==> src/rtl/trng_pkg.sv <==
// Shared types and constants for the TRNG byte harvester: byte width, the
// von Neumann pair FSM states and the drop-counter ceiling.
package trng_pkg;

    localparam int         BYTE_W       = 8;
    localparam logic [7:0] DROP_CNT_MAX = 8'hFF;

    typedef enum logic {
        IDLE,
        HAVE_FIRST
    } pair_state_t;

    function automatic logic [7:0] sat_inc8(input logic [7:0] value);
        return (value == DROP_CNT_MAX) ? value : value + 8'd1;
    endfunction

endpackage

==> src/rtl/trng_byte_fifo.sv <==
// Synchronous first-word-fall-through byte FIFO. The head byte is held in a
// register, so it keeps its last value while the FIFO is empty.
module trng_byte_fifo
    import trng_pkg::*;
#(
    parameter  int DEPTH = 16,
    localparam int AW    = $clog2(DEPTH)
) (
    input  logic              clock,
    input  logic              reset,
    input  logic              i_push,
    input  logic [BYTE_W-1:0] i_push_data,
    input  logic              i_pop_ready,
    output logic [BYTE_W-1:0] o_data,
    output logic              o_empty,
    output logic              o_full,
    output logic [AW:0]       o_level
);

    localparam logic [AW:0] FULL_LEVEL = (AW + 1)'(DEPTH);
    localparam logic [AW:0] ONE_LEVEL  = (AW + 1)'(1);

    if ((DEPTH < 2) || ((DEPTH & (DEPTH - 1)) != 0)) begin : g_bad_depth
        $error("trng_byte_fifo: DEPTH must be a power of two and at least 2");
    end

    logic [BYTE_W-1:0] r_mem [DEPTH];
    logic [AW-1:0]     r_wr_ptr;
    logic [AW-1:0]     r_rd_ptr;
    logic [AW:0]       r_level;
    logic [BYTE_W-1:0] r_head;

    logic              w_pop;
    logic              w_write;
    logic [AW-1:0]     w_rd_next;

    assign o_empty   = (r_level == '0);
    assign o_full    = (r_level == FULL_LEVEL);
    assign w_pop     = !o_empty && i_pop_ready;
    // A full FIFO still takes a byte when the head leaves on the same edge.
    assign w_write   = i_push && (!o_full || w_pop);
    assign w_rd_next = r_rd_ptr + AW'(1);

    // NOTE: the storage array has no reset; only pointers, level and head are
    // reset, so the array can map onto plain RAM or LUT memory.
    always_ff @(posedge clock) begin
        if (w_write) begin
            r_mem[r_wr_ptr] <= i_push_data;
        end
    end

    // NOTE: sequential state uses non-blocking assignments so every register
    // samples the pre-edge values regardless of statement order.
    always_ff @(posedge clock or posedge reset) begin
        if (reset) begin
            r_wr_ptr <= '0;
            r_rd_ptr <= '0;
            r_level  <= '0;
            r_head   <= '0;
        end else begin
            if (w_write) begin
                r_wr_ptr <= r_wr_ptr + AW'(1);
            end
            if (w_pop) begin
                r_rd_ptr <= w_rd_next;
            end
            case ({w_write, w_pop})
                2'b10:   r_level <= r_level + ONE_LEVEL;
                2'b01:   r_level <= r_level - ONE_LEVEL;
                default: r_level <= r_level;
            endcase
            // The next head comes from memory unless the byte being written is it.
            if (w_pop) begin
                if (r_level > ONE_LEVEL) begin
                    r_head <= r_mem[w_rd_next];
                end else if (w_write) begin
                    r_head <= i_push_data;
                end
            end else if (o_empty && w_write) begin
                r_head <= i_push_data;
            end
        end
    end

    assign o_data  = r_head;
    assign o_level = r_level;

endmodule

==> src/rtl/trng_byte_harvester.sv <==
// Raw TRNG bit stream -> von Neumann debias -> LSB-first byte packer -> FIFO.
// Optional repetition-count health test enabled by TRNG_HEALTH_TEST_EN.
module trng_byte_harvester
    import trng_pkg::*;
#(
    parameter int DEPTH     = 16,
    parameter int DEBIAS    = 1,
    parameter int RCT_LIMIT = 32
) (
    input  logic                     clock,
    input  logic                     reset,
    input  logic                     in_bit,
    input  logic                     in_valid,
    output logic [BYTE_W-1:0]        out_data,
    output logic                     out_valid,
    input  logic                     out_ready,
    output logic [7:0]               drop_cnt,
    output logic [$clog2(DEPTH):0]   fifo_level,
    output logic                     health_fail
);

    localparam int CNT_W = $clog2(BYTE_W);

    if (RCT_LIMIT < 2) begin : g_bad_rct
        $error("trng_byte_harvester: RCT_LIMIT must be at least 2");
    end

    pair_state_t        r_pair_state;
    logic               r_first_bit;
    logic [BYTE_W-1:0]  r_shift;
    logic [CNT_W-1:0]   r_bit_cnt;
    logic [7:0]         r_drop_cnt;

    logic               w_emit;
    logic               w_emit_bit;
    logic [BYTE_W-1:0]  w_shift_next;
    logic               w_byte_done;
    logic               w_push;
    logic               w_hold_off;
    logic               w_fifo_empty;
    logic               w_fifo_full;
    logic               w_pop;

    always_ff @(posedge clock or posedge reset) begin
        if (reset) begin
            r_pair_state <= IDLE;
            r_first_bit  <= 1'b0;
        end else if (in_valid) begin
            case (r_pair_state)
                IDLE: begin
                    r_pair_state <= HAVE_FIRST;
                    r_first_bit  <= in_bit;
                end
                default: r_pair_state <= IDLE;
            endcase
        end
    end

    // NOTE: every combinational output gets a default first so no path
    // through the block leaves it unassigned and infers a latch.
    always_comb begin
        w_emit     = 1'b0;
        w_emit_bit = in_bit;
        if (DEBIAS != 0) begin
            // 01 -> 0, 10 -> 1: the emitted bit is the first bit of an unequal pair.
            w_emit     = in_valid && (r_pair_state == HAVE_FIRST) && (in_bit != r_first_bit);
            w_emit_bit = r_first_bit;
        end else begin
            w_emit     = in_valid;
        end
    end

`ifdef TRNG_HEALTH_TEST_EN
    localparam int RUN_W = $clog2(RCT_LIMIT + 1);
    localparam logic [RUN_W-1:0] RUN_LIMIT = RUN_W'(RCT_LIMIT);

    logic [RUN_W-1:0] r_run_cnt;
    logic             r_prev_bit;
    logic             r_health_fail;
    logic [RUN_W-1:0] w_run_next;
    logic             w_rct_trip;

    // A zero run count marks "no previous bit yet", so the first bit starts a run of 1.
    always_comb begin
        w_run_next = RUN_W'(1);
        if ((r_run_cnt != '0) && (in_bit == r_prev_bit)) begin
            w_run_next = (r_run_cnt == RUN_LIMIT) ? r_run_cnt : r_run_cnt + RUN_W'(1);
        end
    end

    assign w_rct_trip = in_valid && (w_run_next == RUN_LIMIT);

    always_ff @(posedge clock or posedge reset) begin
        if (reset) begin
            r_run_cnt     <= '0;
            r_prev_bit    <= 1'b0;
            r_health_fail <= 1'b0;
        end else if (in_valid) begin
            r_run_cnt  <= w_run_next;
            r_prev_bit <= in_bit;
            if (w_rct_trip) begin
                r_health_fail <= 1'b1;
            end
        end
    end

    assign w_hold_off  = r_health_fail || w_rct_trip;
    assign health_fail = r_health_fail;
`else
    assign w_hold_off  = 1'b0;
    assign health_fail = 1'b0;
`endif

    // New bits enter at the MSB and move down, so after eight shifts the
    // first emitted bit sits in bit 0.
    assign w_shift_next = {w_emit_bit, r_shift[BYTE_W-1:1]};
    assign w_byte_done  = w_emit && (r_bit_cnt == CNT_W'(BYTE_W - 1));
    assign w_push       = w_byte_done && !w_hold_off;
    assign w_pop        = !w_fifo_empty && out_ready;

    always_ff @(posedge clock or posedge reset) begin
        if (reset) begin
            r_shift   <= '0;
            r_bit_cnt <= '0;
        end else if (w_hold_off) begin
            r_shift   <= '0;
            r_bit_cnt <= '0;
        end else if (w_emit) begin
            r_shift   <= w_shift_next;
            r_bit_cnt <= r_bit_cnt + CNT_W'(1);
        end
    end

    always_ff @(posedge clock or posedge reset) begin
        if (reset) begin
            r_drop_cnt <= '0;
        end else if (w_push && w_fifo_full && !w_pop) begin
            r_drop_cnt <= sat_inc8(r_drop_cnt);
        end
    end

    trng_byte_fifo #(
        .DEPTH (DEPTH)
    ) u_fifo (
        .clock       (clock),
        .reset       (reset),
        .i_push      (w_push),
        .i_push_data (w_shift_next),
        .i_pop_ready (out_ready),
        .o_data      (out_data),
        .o_empty     (w_fifo_empty),
        .o_full      (w_fifo_full),
        .o_level     (fifo_level)
    );

    assign out_valid = !w_fifo_empty;
    assign drop_cnt  = r_drop_cnt;

endmodule

==> config.mk <==
export PLATFORM = sky130hd
export DESIGN_NAME = trng_byte_harvester
export DESIGN_NICKNAME = d
export VERILOG_FILES = /design/src/rtl/trng_pkg.sv /design/src/rtl/trng_byte_fifo.sv /design/src/rtl/trng_byte_harvester.sv
export SDC_FILE = /design/constraint.sdc
export NUM_CORES = 1
export LEC_CHECK = 0
export CORE_ASPECT_RATIO = 0.7
export CORE_MARGIN = 2
export CORE_UTILIZATION = 57
export CTS_BUF_LIST = sky130_fd_sc_hd__clkbuf_8
export CTS_CLUSTER_DIAMETER = 40
export CTS_CLUSTER_SIZE = 25
export DETAILED_ROUTE_END_ITERATION = 16
export GPL_TIMING_DRIVEN = 0
export PLACE_DENSITY = 0.8
export SKIP_CTS_REPAIR_TIMING = 1
export SYNTH_ARGS = -nofsm -noshare
export SYNTH_HDL_FRONTEND = slang
export SYNTH_HIERARCHICAL = 1
export SYNTH_SLANG_ARGS = --single-unit
export TNS_END_PERCENT = 1
==> constraint.sdc <==
create_clock -name clock -period 3.1 [get_ports clock]
set_input_delay 0.93 -clock clock [delete_from_list [all_inputs] [get_ports clock]]
set_output_delay 0.93 -clock clock [all_outputs]
set_load 0.005 [all_outputs]
==> run_results.csv <==
group,metric,value,unit
floorplanning,io_pins,28,
setup_path,reg2regPathDepth,10,
final_layout,drive_gt1_frac,0.309,
grt,gr-usage-all-layers,0.225,
floorplanning,dieWidth,139,um
timing,setup_violations,0,
final_layout,area_delta_synth_final,17.1,%
grt,grt_max_degree,22,
hold_path,hold_depth,1,
grt,grt.overflow.total,0,
final_layout,nFillCells,795,
logic_synthesis,synthesis.instances,422,
place,portBuffers,26,
timing,final_max_slew_viol_count,0,
place,dp_hpwl,9640,um
clock_tree,clk_latency,0.46,ns
timing,tns,0,ns
power_and_ir_drop,power_density,929,mW/mm2
final_layout,final_cells,654,
logic_synthesis,synth_nets,439,
clock_tree,clockBufferDepth,2,
clock_tree,cts_tree,"yes",
place,place_congestion,0.846,
final_layout,diodes,0,
clock_tree,numCtsBuffers,17,
logic_synthesis,ys_seq_area_frac,0.670,
floorplanning,die_area,0.0137,mm2
setup_path,path_depth,11,
timing,relSlewSlack,0.399,
setup_path,path_max_fanout,10,
setup_path,reg2reg_slack,0.16,ns
setup_path,cp-start-kind,"input port",
power_and_ir_drop,ir_drop,0.508,mV
final_layout,multi_input_area,0.00245,mm2
drt,drcViolationCount,0,
logic_synthesis,synth_area,0.00727,mm2
drt,routed_wl,14900,um
setup_path,critPathKind,"input port to flop",
logic_synthesis,syn_avg_cell_area,17.2,um2
timing,fin_skew,0.0152,ns
timing,max_freq,326,MHz
timing,hold_viol_final,0,
setup_path,arrival,3.23,ns
final_layout,layout.nets,496,
setup_path,reg2reg_to,"u_fifo/r_mem[0][2]$_DFFE_PP_",
logic_synthesis,ys_warn_count,6,
drt,avgRoutedWirePerCell,22.7,um
drt,drtIter0Drc,364,
timing,worst_pin_slew,0.900,ns
hold_path,hold_class,"flop to flop",
grt,antenna_found_initial,0,
drt,ant_nets,0,
floorplanning,rows,34,
grt,grt_pass1_vias,3778,
place,place_inst,610,
drt,first_pass_iters,5,
setup_path,path_delay_family,"buffers and inverters",
timing,period_share,0.990,
timing,fin_crit,3.07,ns
setup_path,cp-end-kind,"flop",
job,max_cap_violations,0,
final_layout,layout_common_cells,"edfxtp_1, dfrtp_1, mux4_2",
final_layout,stdcell_area,0.00851,mm2
drt,vias,3932,
setup_path,worst_path_most_repeated_cell,"buf_6",
hold_path,min-delay-start,"r_pair_state$_DFFE_PP0P_",
place,place_area,0.00774,mm2
clock_tree,clkSlewWorstSetupHoldPaths,0.08,ns
clock_tree,cts.htree.levels,4,
floorplanning,core,0.0124,mm2
grt,grt_first_pass_wirelength,22500,um
clock_tree,clkSinkCount,169,
setup_path,crit_chain,"clkdlybuf4s50_1 > xor2_2 > nor2b_4 > buf_8 > and2_4 > inv_1 > a41oi_4 > buf_6 > nand2_4 > nor3_4 > buf_6",
clock_tree,clock-root-buffer,"clkbuf_8",
floorplanning,initial_utilization,0.585,
setup_path,r2r_start,"r_first_bit$_DFFE_PP0P_",
logic_synthesis,synth_cell_type_count,54,
hold_path,whs_endpoint,"r_pair_state$_DFFE_PP0P_",
setup_path,slowest_delay,0.53,ns
setup_path,critPathSlowestCell,"clkdlybuf4s50_1",
setup_path,cp_num_buf_inv,5,
final_layout,register_area,0.00487,mm2
outcome,status,"completed",
final_layout,final_common_cell,"edfxtp_1",
drt,via_per_inst,6.01,
floorplanning,die_h,98.5,um
setup_path,crit_required,3.27,ns
power_and_ir_drop,leakagePower,3.06,nW
logic_synthesis,synth-seq-cells,169,
==> layer usage <==
metal  GRT usage  vias up  part of all wire  wire length [um]
met3      0.0530       14             0.062               926
met2       0.324      129              0.46              6900
met1       0.352     2035              0.46              6860
met4      0.0629        0             0.011               164
met5           0        -                 0                 0
li1            -     1754                 -                 -
==> final cells by class <==
type	count	area share
plain buffers	19	0.0157
clock buffers	17	0.0275
clock inverters	15	0.0213
inverters	11	0.00485
multi-input cells	223	0.288
flip-flops and latches	169	0.573
well taps	162	0.0238
repair buffers	38	0.0457
==> power breakdown <==
part / switching [mW] / leakage (nW) / total [mW] / internal [mW]
Combinational: 1.44 / 1.17 / 2.87 / 1.44
Sequential: 0.487 / 1.66 / 3.39 / 2.90
Clock: 0.777 / 0.230 / 1.65 / 0.869
==> worst max path at each step <==
stage / start / to
final: in_bit / u_fifo/r_mem[0][2]$_DFFE_PP_
after floorplan: in_bit / u_fifo/r_mem[0][0]$_DFFE_PP_
after global routing: in_bit / u_fifo/r_mem[0][4]$_DFFE_PP_
after global placement: in_bit / u_fifo/r_mem[1][4]$_DFFE_PP_
after CTS: in_bit / u_fifo/r_mem[2][4]$_DFFE_PP_
after detailed placement: in_bit / u_fifo/r_mem[1][4]$_DFFE_PP_
==> state kept, by name (all words and copies together), names as in the netlist <==
name and count:
r_shift 7, u_fifo/r_rd_ptr 4, u_fifo/o_data 8, u_fifo/o_level 5, u_fifo/r_mem 128, drop_cnt 8, r_bit_cnt 3, u_fifo/r_wr_ptr 4
r_first_bit 1, r_pair_state 1
==> logic make-up (layout without fill, tap and decap cells) <==
family                     after synthesis  after routing  share of synthesized area
xor gates and xnor gates                15             15                     0.0181
adders and majority gates               12             12                     0.0207
DFF                                    169            169                      0.670
buffers and inverters                   30            100                     0.0219
AOI/OAI and AO/OA                       48             48                     0.0597
and+or+nand+nor                         94             94                     0.0766
muxes                                   53             53                      0.133
other                                    1              1                   0.000516
==> cells in the mapped netlist (all sizes together) <==
cell | number | area, um2
dfrtp | 41 | 1030
inv | 11 | 41.3
buf | 18 | 114
a311oi | 1 | 15.0
o2111ai | 1 | 8.76
xor2 | 6 | 52.6
nor2 | 20 | 75.1
a32oi | 2 | 25.0
or2 | 8 | 50.1
o21bai | 1 | 7.51
mux4 | 32 | 736
a21bo | 1 | 10.0
a2111oi | 8 | 120
mux2i | 9 | 90.1
o21a | 1 | 7.51
a41oi | 3 | 33.8
ha | 12 | 150
a31oi | 3 | 18.8
and3 | 1 | 6.26
o41ai | 1 | 8.76
xnor2 | 9 | 78.8
nor2b | 15 | 101
a21oi | 13 | 65.1
nand3b | 2 | 15.0
a21boi | 9 | 71.3
and2b | 6 | 45.0
nand2b | 4 | 25.0
mux2 | 12 | 139
nor3 | 6 | 30.0
clkbuf | 1 | 3.75
o211ai | 1 | 12.5
o21ai | 3 | 30.0
edfxtp | 128 | 3840
and2 | 1 | 6.26
nand3 | 3 | 15.0
and4 | 3 | 26.3
nand4 | 4 | 25.0
nand2 | 17 | 63.8
nor4b | 2 | 47.6
and4bb | 1 | 12.5
conb | 1 | 3.75
and3b | 1 | 12.5
==> stage by stage <==
| stage | setup slack (ns) | util | hold slack [ns] | total power, mW |
|---|---|---|---|---|
| after floorplan | -0.127 | - | 0.448 | 5.20 |
| after global placement | -1.32 | 0.623 | 0.462 | 6.01 |
| after detailed placement | -1.46 | 0.623 | 0.490 | 6.15 |
| after CTS | -0.983 | 0.656 | 0.506 | 7.77 |
| after global routing | -0.0338 | 0.685 | 0.528 | 8.26 |
| final | 0.0319 | 0.685 | 0.499 | 7.91 |
Power figures use the tool's default switching activity.
